--- config.mk ---
export PLATFORM = sky130hd
export DESIGN_NAME = output_stream_ctrl
export DESIGN_NICKNAME = d
export VERILOG_FILES = /design/src/rtl/output_stream_ctrl.sv
export SDC_FILE = /design/constraint.sdc
export NUM_CORES = 1
export LEC_CHECK = 0
export ABC_AREA = 1
export BUFFER_PORTS_ARGS = -buffer_cell sky130_fd_sc_hd__buf_2
export CAP_MARGIN = 20
export CELL_PAD_IN_SITES_DETAIL_PLACEMENT = 0
export CELL_PAD_IN_SITES_GLOBAL_PLACEMENT = 2
export CORE_MARGIN = 2
export CORE_UTILIZATION = 33
export CTS_CLUSTER_SIZE = 10
export DETAILED_ROUTE_END_ITERATION = 8
export PLACE_DENSITY_LB_ADDON = 0.05
export SYNTH_ARGS = -nofsm -noshare
export SYNTH_HDL_FRONTEND = slang
export SYNTH_SLANG_ARGS = --single-unit
export TNS_END_PERCENT = 5
--- constraint.sdc ---
create_clock -name clock -period 2.1 [get_ports clock]
set_input_delay 0.42 -clock clock [delete_from_list [all_inputs] [get_ports clock]]
set_output_delay 0.42 -clock clock [all_outputs]
set_load 0.01 [all_outputs]
--- src/rtl/output_stream_ctrl.sv ---
// Output stage between the hard limiter and the streaming output port.
// Samples are gated by the iteration controller's output-enable and buffered in
// a small circular FIFO. The FIFO drains over a ready/valid interface, and the
// emitted samples are framed with SOP/EOP markers at a fixed frame length.
module output_stream_ctrl #(
  parameter int unsigned DATA_WIDTH = 16,
  parameter int unsigned FIFO_DEPTH = 8,
  parameter int unsigned FRAME_LEN  = 256
) (
  input  logic                                  clock,
  input  logic                                  reset,
  input  logic [DATA_WIDTH-1:0]                 limiter_data,
  input  logic                                  limiter_valid,
  output logic                                  limiter_ready,
  input  logic                                  iter_output_enable,
  output logic [DATA_WIDTH-1:0]                 out_data,
  output logic                                  out_valid,
  input  logic                                  out_ready,
  output logic                                  out_startofpacket,
  output logic                                  out_endofpacket,
  output logic [$clog2(FIFO_DEPTH+1)-1:0]       fifo_level,
  output logic [31:0]                           discard_count
);

  localparam int unsigned PtrW = $clog2(FIFO_DEPTH);
  localparam int unsigned LvlW = $clog2(FIFO_DEPTH + 1);
  // Keep the frame counter at least one bit wide so FRAME_LEN=1 still elaborates.
  localparam int unsigned CntW = (FRAME_LEN > 1) ? $clog2(FRAME_LEN) : 1;

  localparam logic [LvlW-1:0] FullLvl = LvlW'(FIFO_DEPTH);
  localparam logic [CntW-1:0] LastCnt = CntW'(FRAME_LEN - 1);

  logic [DATA_WIDTH-1:0] mem_q [FIFO_DEPTH];

  logic [PtrW-1:0] wr_ptr_q, wr_ptr_d;
  logic [PtrW-1:0] rd_ptr_q, rd_ptr_d;
  logic [LvlW-1:0] level_q, level_d;
  logic [CntW-1:0] frame_cnt_q, frame_cnt_d;
  logic [31:0]     discard_q, discard_d;

  logic in_fire, out_fire, push, drop;

  // Handshake decode; ready depends only on reset and occupancy (no bypass when full).
  always_comb begin
    limiter_ready = ~reset & (level_q != FullLvl);
    out_valid     = (level_q != '0);
    in_fire       = limiter_valid & limiter_ready;
    out_fire      = out_valid & out_ready;
    push          = in_fire & iter_output_enable;
    drop          = in_fire & ~iter_output_enable;
  end

  // Next-state for pointers, occupancy, frame position and discard counter.
  always_comb begin
    wr_ptr_d    = wr_ptr_q;
    rd_ptr_d    = rd_ptr_q;
    level_d     = level_q;
    frame_cnt_d = frame_cnt_q;
    discard_d   = discard_q;

    // Pointers wrap naturally because FIFO_DEPTH is a power of two.
    if (push) wr_ptr_d = wr_ptr_q + PtrW'(1);
    if (out_fire) rd_ptr_d = rd_ptr_q + PtrW'(1);

    unique case ({push, out_fire})
      2'b10:   level_d = level_q + LvlW'(1);
      2'b01:   level_d = level_q - LvlW'(1);
      default: level_d = level_q;
    endcase

    if (out_fire) begin
      frame_cnt_d = (frame_cnt_q == LastCnt) ? '0 : frame_cnt_q + CntW'(1);
    end

    if (drop && (discard_q != '1)) discard_d = discard_q + 32'd1;
  end

  // State registers with synchronous active-high reset.
  always_ff @(posedge clock) begin
    if (reset) begin
      wr_ptr_q    <= '0;
      rd_ptr_q    <= '0;
      level_q     <= '0;
      frame_cnt_q <= '0;
      discard_q   <= '0;
    end else begin
      wr_ptr_q    <= wr_ptr_d;
      rd_ptr_q    <= rd_ptr_d;
      level_q     <= level_d;
      frame_cnt_q <= frame_cnt_d;
      discard_q   <= discard_d;
    end
  end

  // Sample storage; contents need no reset since out_data is masked while empty.
  always_ff @(posedge clock) begin
    if (push) mem_q[wr_ptr_q] <= limiter_data;
  end

  // Output view of the head entry and frame markers, all from registered state.
  always_comb begin
    out_data          = out_valid ? mem_q[rd_ptr_q] : '0;
    out_startofpacket = out_valid & (frame_cnt_q == '0);
    out_endofpacket   = out_valid & (frame_cnt_q == LastCnt);
    fifo_level        = level_q;
    discard_count     = discard_q;
  end

endmodule
==> results of run 1 <==
## kinds of logic after synthesis
group	Yosys count
AO/OA/AOI/OAI	151
adder cells (fa/ha/maj)	8
XOR/XNOR	11
flip-flops	181
AND/OR/NAND/NOR	434
buffers and inverters	85
## Yosys cell counts (7+ instances only)
| library cell | number |
|---|---|
| nor2_1 | 256 |
| edfxtp_1 | 128 |
| nand2_1 | 118 |
| o21ai_0 | 86 |
| dfxtp_1 | 53 |
| inv_1 | 46 |
| a21oi_1 | 40 |
| nand3_1 | 36 |
| clkbuf_1 | 21 |
| o32ai_1 | 16 |
| ha_1 | 8 |
| o21ai_1 | 7 |
| xor2_1 | 7 |
## metrics by stage
| stage | setup WS (ns) | cells | utilization |
|---|---|---|---|
| 6_report | -0.0831 | 1311 | 0.411 |
| 5_1_grt | -0.201 | 1311 | 0.411 |
| 4_1_cts | -0.106 | 1306 | 0.405 |
| 3_5_place_dp | 0.0542 | 1272 | 0.376 |
| 3_3_place_gp | 0.0882 | 1272 | 0.376 |
| 2_1_floorplan | -0.216 | 870 | - |
## where the power goes
| group | switching (µW) | total [µW] | internal, µW |
|---|---|---|---|
| Clock | 1480 | 3050 | 1570 |
| Sequential | 130 | 4080 | 3950 |
| Combinational | 2050 | 3550 | 1500 |
## flip-flops by register name, summed over array words and instances (netlist names), named ones only
signal / count
mem_q: 128
discard_count: 32
fifo_level: 4
wr_ptr_q: 3
rd_ptr_q: 3
frame_cnt_q: 8
## worst paths after layout
kind,slack [ns],to,start
worst min register to register,0.49,flop,rd_ptr_q[0]$_SDFFE_PP0P_
worst min-delay path,0.26,mem_q[0][1]$_DFFE_PP_,limiter_data[1]
worst max-delay path,-0.08,out_data[3],flop
worst max register to register,0.16,fifo_level[2]$_SDFFE_PP0P_,fifo_level[2]$_SDFFE_PP0P_
## metal layers
metal,up-vias,share of wire,GRT usage
li1,3140,-,-
met4,0,0.011,0.0414
met1,2982,0.46,0.216
met3,16,0.037,0.0327
met5,-,0,0
met2,103,0.49,0.293
## area by class of cell
class	instances	area share
sequential	181	0.496
multi-input combinational	604	0.290
timing repair buffer	122	0.0967
clock buffer	17	0.0429
tap	324	0.0409
inverter	48	0.0187
clock inverter	14	0.0139
antenna	1	0.000253
## what timing repair did
action                     CTS  global route
pin swaps                    3             4
cloned                       1             3
setup endpoints to repair   18            28
hold buffers                 0             0
gates resized for setup     38            32
buffers inserted             2             1
==> summary.md, run 1 <==
| Metric | Value |
|---|---|
| Status | `finished, violations left` |
| Failing checks | `negative setup slack` |
| Setup Crit Path Kind | `flop to output pin` |
| Slew Limit Headroom | `0.699` |
| CP delay by family, top | `flip-flops` |
| Clock transition at path regs | `0.07 ns` |
| Vias in the first global route | `6204` |
| Mux cell area share after synthesis | `0` |
| Max Freq | `458 MHz` |
| Die height | `160 µm` |
| Vias per cell | `4.76` |
| CP required | `1.68 ns` |
| Initial Util | `0.334` |
| Share of cells above drive strength 1 | `0.195` |
| Largest family of logic cells by synthesized area | `simple AND/OR/NAND/NOR gates` |
| Synth Register Bits | `181` |
| Placed Area | `0.00906 mm²` |
| Mean routed wirelength per cell | `16.3 µm` |
| Post-Synthesis Cells | `870` |
| Area Overhead vs Synth | `23.1%` |
| Post-DRT Antenna Nets | `0` |
| Max Cap Violations | `0` |
| Initial antenna violation count | `1` |
| Worst hold slack | `0.260 ns` |
| Pre-Repair DR Iteration Count | `7` |
| Final period utilization | `1.04` |
| Die area | `0.0257 mm²` |
| Leak pwr | `0.00363 µW` |
| Least-Margin Pin Slew | `0.449 ns` |
| Boundary pin count | `77` |
| CP arrival | `1.76 ns` |
| EDFF count, synth | `128` |
| Post-layout power | `10700 µW` |
| Critical path buffers and inverters | `3` |
| Layout Skew | `0.0107 ns` |
| Post-synthesis compound-gate area fraction | `0.102` |
| CP endpoint kind | `output pin` |
| Drt total wl | `21.3 mm` |
| # fillers | `2463` |
| Setup tns final | `-0.460 ns` |
| CP peak stage delay | `0.44 ns` |
| Largest net degree at the start of global routing | `49` |
| Residual DRC | `0` |
| Most common cell after layout, fill and taps aside | `nor2_1` |
| Slowest-stage cell, CP | `dfxtp_4` |
| Cell taking the most area after synthesis | `edfxtp_1` |
| Main area contributors after synthesis | `edfxtp_1 48%, dfxtp_1 13%, nor2_1 12%` |
| R2R depth | `13` |
| DR iter-0 viols | `440` |
| Grt ovf | `0` |
| Synth top area share | `0.477` |
| Fin crit period | `2.18 ns` |
| Post-route cell area | `0.00991 mm²` |
| CTS tree | `yes` |
| Slew Limit Fails | `0` |
| CP Cell Sequence | `buf_4, clkbuf_16, nor2_1, o32ai_1, nor2_1, nor2_1, buf_2` |
| Final hold violations | `0` |
| Worst Hold Depth | `1` |
| Peak VDD IR | `0.000480 V` |
| GRT Total Usage | `0.168` |
| IO buf count | `76` |
| Clock latency at the later pin of the worst-skew pair | `0.43 ns` |
| DP HPWL | `14.1 mm` |
| Pwr dens | `1080 mW/mm²` |
| Fin worst setup slack | `-0.0831 ns` |
| Critical path depth | `7` |
| Synth Area in Adders | `0.0124` |
| Seq/Total Area, Yosys | `0.609` |
| CTS buffer count | `17` |
| Die X | `160 µm` |
| Flip-flop and latch area | `0.00492 mm²` |
| Routed vias | `6241` |
| Most frequent CP cell | `nor2_1` |
| Simple-Gate Fraction of Synth Area | `0.219` |
| Clock tree root driver cell | `clkbuf_16` |
| Distinct cell type count after synthesis | `31` |
| Xor/xnor share of the synthesized area | `0.0120` |
| Mapped Area | `0.00805 mm²` |
| Footprint of the multi-input gates | `0.00288 mm²` |
| Core area | `0.0241 mm²` |
| Startpoint Class | `flop` |
| Most frequent cells in the layout | `252 x nor2_1, 128 x edfxtp_1, 118 x nand2_1` |
| Syn_nets | `899` |
| RSZ-0062 raised after global routing | `yes` |
| Clock Sinks | `181` |
| Worst hold path class | `input port to flop` |
| Global-route wire length before repair | `33.8 mm` |
| Top_reg_cell synth | `edfxtp_1` |
| Yosys Warn Count | `0` |
| Clk buf depth | `2` |
| Avg Cell Area, Syn | `9.25 µm²` |
| H-tree depth | `4` |
| Nets | `1003` |
| Routability cong. | `0.818` |
| CP Max Fanout | `12` |
| Synth async-reset ratio | `0` |
| Final setup violation count | `12` |
| Row cnt | `57` |
(Power assumes the default switching activity.)
==> inputs of run 2 (changes only) <==
CTS_CLUSTER_SIZE = 28   (was 10)
SETUP_SLACK_MARGIN = 0.4   (was not set)
==> summary.md, run 2 (synthesis gave the netlist of run 1 again) <==
| Metric | Value |
|---|---|
| Status | `finished, violations left (unchanged)` |
| Failing checks | `negative setup slack (unchanged)` |
| Peak VDD IR | `0.000566 V (was 0.000480 V)` |
| # fillers | `2399 (was 2463)` |
| Slew Limit Fails | `0 (unchanged)` |
| CP arrival | `1.76 ns (about the same)` |
| Most frequent CP cell | `nor2_1 (unchanged)` |
| IO buf count | `76 (unchanged)` |
| Vias per cell | `4.84 (was 4.76)` |
| Pre-Repair DR Iteration Count | `4 (was 7)` |
| Boundary pin count | `77 (unchanged)` |
| CTS tree | `yes (unchanged)` |
| CP Cell Sequence | `buf_12, nor2_1, o32ai_2, nor2_1, nor2_1, buf_2 (was buf_4, clkbuf_16, nor2_1, o32ai_1, nor2_1, nor2_1, buf_2)` |
| Die X | `160 µm (unchanged)` |
| H-tree depth | `4 (unchanged)` |
| Routability cong. | `0.811 (was 0.818)` |
| Final period utilization | `1.04 (about the same)` |
| Row cnt | `57 (unchanged)` |
| Setup Crit Path Kind | `flop to output pin (unchanged)` |
| Worst hold slack | `0.261 ns (was 0.260 ns)` |
| Die height | `160 µm (unchanged)` |
| Core area | `0.0241 mm² (unchanged)` |
| Reg with most FFs | `mem_q (unchanged)` |
| Clock latency at the later pin of the worst-skew pair | `0.43 ns (about the same)` |
| Slew Limit Headroom | `0.733 (was 0.699)` |
| Largest net degree at the start of global routing | `40 (was 49)` |
| Vias in the first global route | `6245 (was 6204)` |
| Worst hold path class | `input port to flop (unchanged)` |
| Most common cell after layout, fill and taps aside | `nor2_1 (unchanged)` |
| Share of cells above drive strength 1 | `0.290 (was 0.195)` |
| # diodes | `0 (was 1)` |
| Startpoint Class | `flop (unchanged)` |
| Drt total wl | `22.7 mm (was 21.3 mm)` |
| Residual DRC | `0 (unchanged)` |
| Grt ovf | `0 (unchanged)` |
| Clk buf depth | `2 (unchanged)` |
| Final Util | `0.437 (was 0.411)` |
| Least-Margin Pin Slew | `0.397 ns (was 0.449 ns)` |
| Post-layout power | `11100 µW (was 10700 µW)` |
| Fin worst setup slack | `-0.0844 ns (was -0.0831 ns)` |
| Die area | `0.0257 mm² (unchanged)` |
| CP endpoint kind | `output pin (unchanged)` |
| CP delay by family, top | `flip-flops (unchanged)` |
| Dpl cells | `1270 (was 1272)` |
| RSZ-0062 raised after global routing | `yes (unchanged)` |
| Clock Sinks | `181 (unchanged)` |
| Critical path buffers and inverters | `2 (was 3)` |
| CP peak stage delay | `0.42 ns (was 0.44 ns)` |
| Initial antenna violation count | `0 (was 1)` |
| Final setup violation count | `14 (was 12)` |
| Number of flip-flops in the largest register | `128 (unchanged)` |
| DR iter-0 viols | `374 (was 440)` |
| Global-route wire length before repair | `35.2 mm (was 33.8 mm)` |
| Slowest-stage cell, CP | `dfxtp_4 (unchanged)` |
| Pwr dens | `1050 mW/mm² (was 1080 mW/mm²)` |
| Leak pwr | `0.00377 µW (was 0.00363 µW)` |
| Final hold violations | `0 (unchanged)` |
| Layout Skew | `0.0140 ns (was 0.0107 ns)` |
| Post-DRT Antenna Nets | `0 (unchanged)` |
| Initial Util | `0.334 (unchanged)` |
| CTS buffer count | `17 (unchanged)` |
| Clock tree root driver cell | `clkbuf_16 (unchanged)` |
| Hold_buf cts | `0 (unchanged)` |
| Nets | `1009 (was 1003)` |
| Fin crit period | `2.18 ns (about the same)` |
| Max Freq | `458 MHz (about the same)` |
| Area Overhead vs Synth | `30.8% (was 23.1%)` |
| DP HPWL | `13.7 mm (was 14.1 mm)` |
| GRT Total Usage | `0.178 (was 0.168)` |
| CP required | `1.68 ns (about the same)` |
| Most frequent cells in the layout | `223 x nor2_1, 128 x edfxtp_1, 110 x nand2_1 (was 252 x nor2_1, 128 x edfxtp_1, 118 x nand2_1)` |
| Routed vias | `6367 (was 6241)` |
| CP Max Fanout | `22 (was 12)` |
| Clock transition at path regs | `0.07 ns (about the same)` |
| Finished Layout Cells | `1316 (was 1311)` |
| Max Cap Violations | `0 (unchanged)` |
| Mean routed wirelength per cell | `17.2 µm (was 16.3 µm)` |
-- run 2: path summary, 6_finish.rpt --
| path | cells after the start | from | slack [ns] | to |
|---|---|---|---|---|
| setup / recovery | 6 | flop | -0.08 | out_data[11] |
| hold / removal | 1 | limiter_data[2] | 0.26 | mem_q[2][2]$_DFFE_PP_ |
| setup reg to reg | 12 | fifo_level[0]$_SDFFE_PP0P_ | 0.15 | fifo_level[2]$_SDFFE_PP0P_ |
| hold reg to reg | 1 | rd_ptr_q[0]$_SDFFE_PP0P_ | 0.50 | rd_ptr_q[0]$_SDFFE_PP0P_ |
-- run 2: timing repair --
action,in CTS,in global routing
gates cloned,5,1
setup buffers,1,8
pin swaps,3,61
endpoints found under the setup margin,180,184
resized for setup,27,146
-- run 2: where the power goes --
group	internal (µW)	switching [µW]	total [µW]
clock network	1570	1490	3060
registers	3980	196	4170
logic	1610	2240	3840
-- run 2: metrics by stage --
stage	TNS, ns	instance area (µm²)	setup slack (ns)
floorplan	0	8170	0.294
global placement	0	9190	0.152
detailed placement	0	9190	0.0865
CTS	-1.13	9960	-0.0999
global route	-2.32	10500	-0.190
finish	-0.637	10500	-0.0844
-- run 2: final cells by class --
class	count	area (µm²)	share of cell area
Timing Repair Buffer	128	1110	0.105
Sequential cell	181	4960	0.471
Multi-Input combinational cell	604	3290	0.312
Inverter	48	210	0.0200
Tap cell	324	405	0.0385
Clock inverter	14	136	0.0130
Clock buffer	17	425	0.0404
-- run 2: per-layer routing --
layer,part of all wire,up-vias,wire length (µm),GRT usage
met4,0.0085,0,192,0.0418
li1,-,3172,-,-
met3,0.039,16,888,0.0335
met5,0,-,0,0
met1,0.46,3048,10500,0.234
met2,0.49,131,11100,0.304
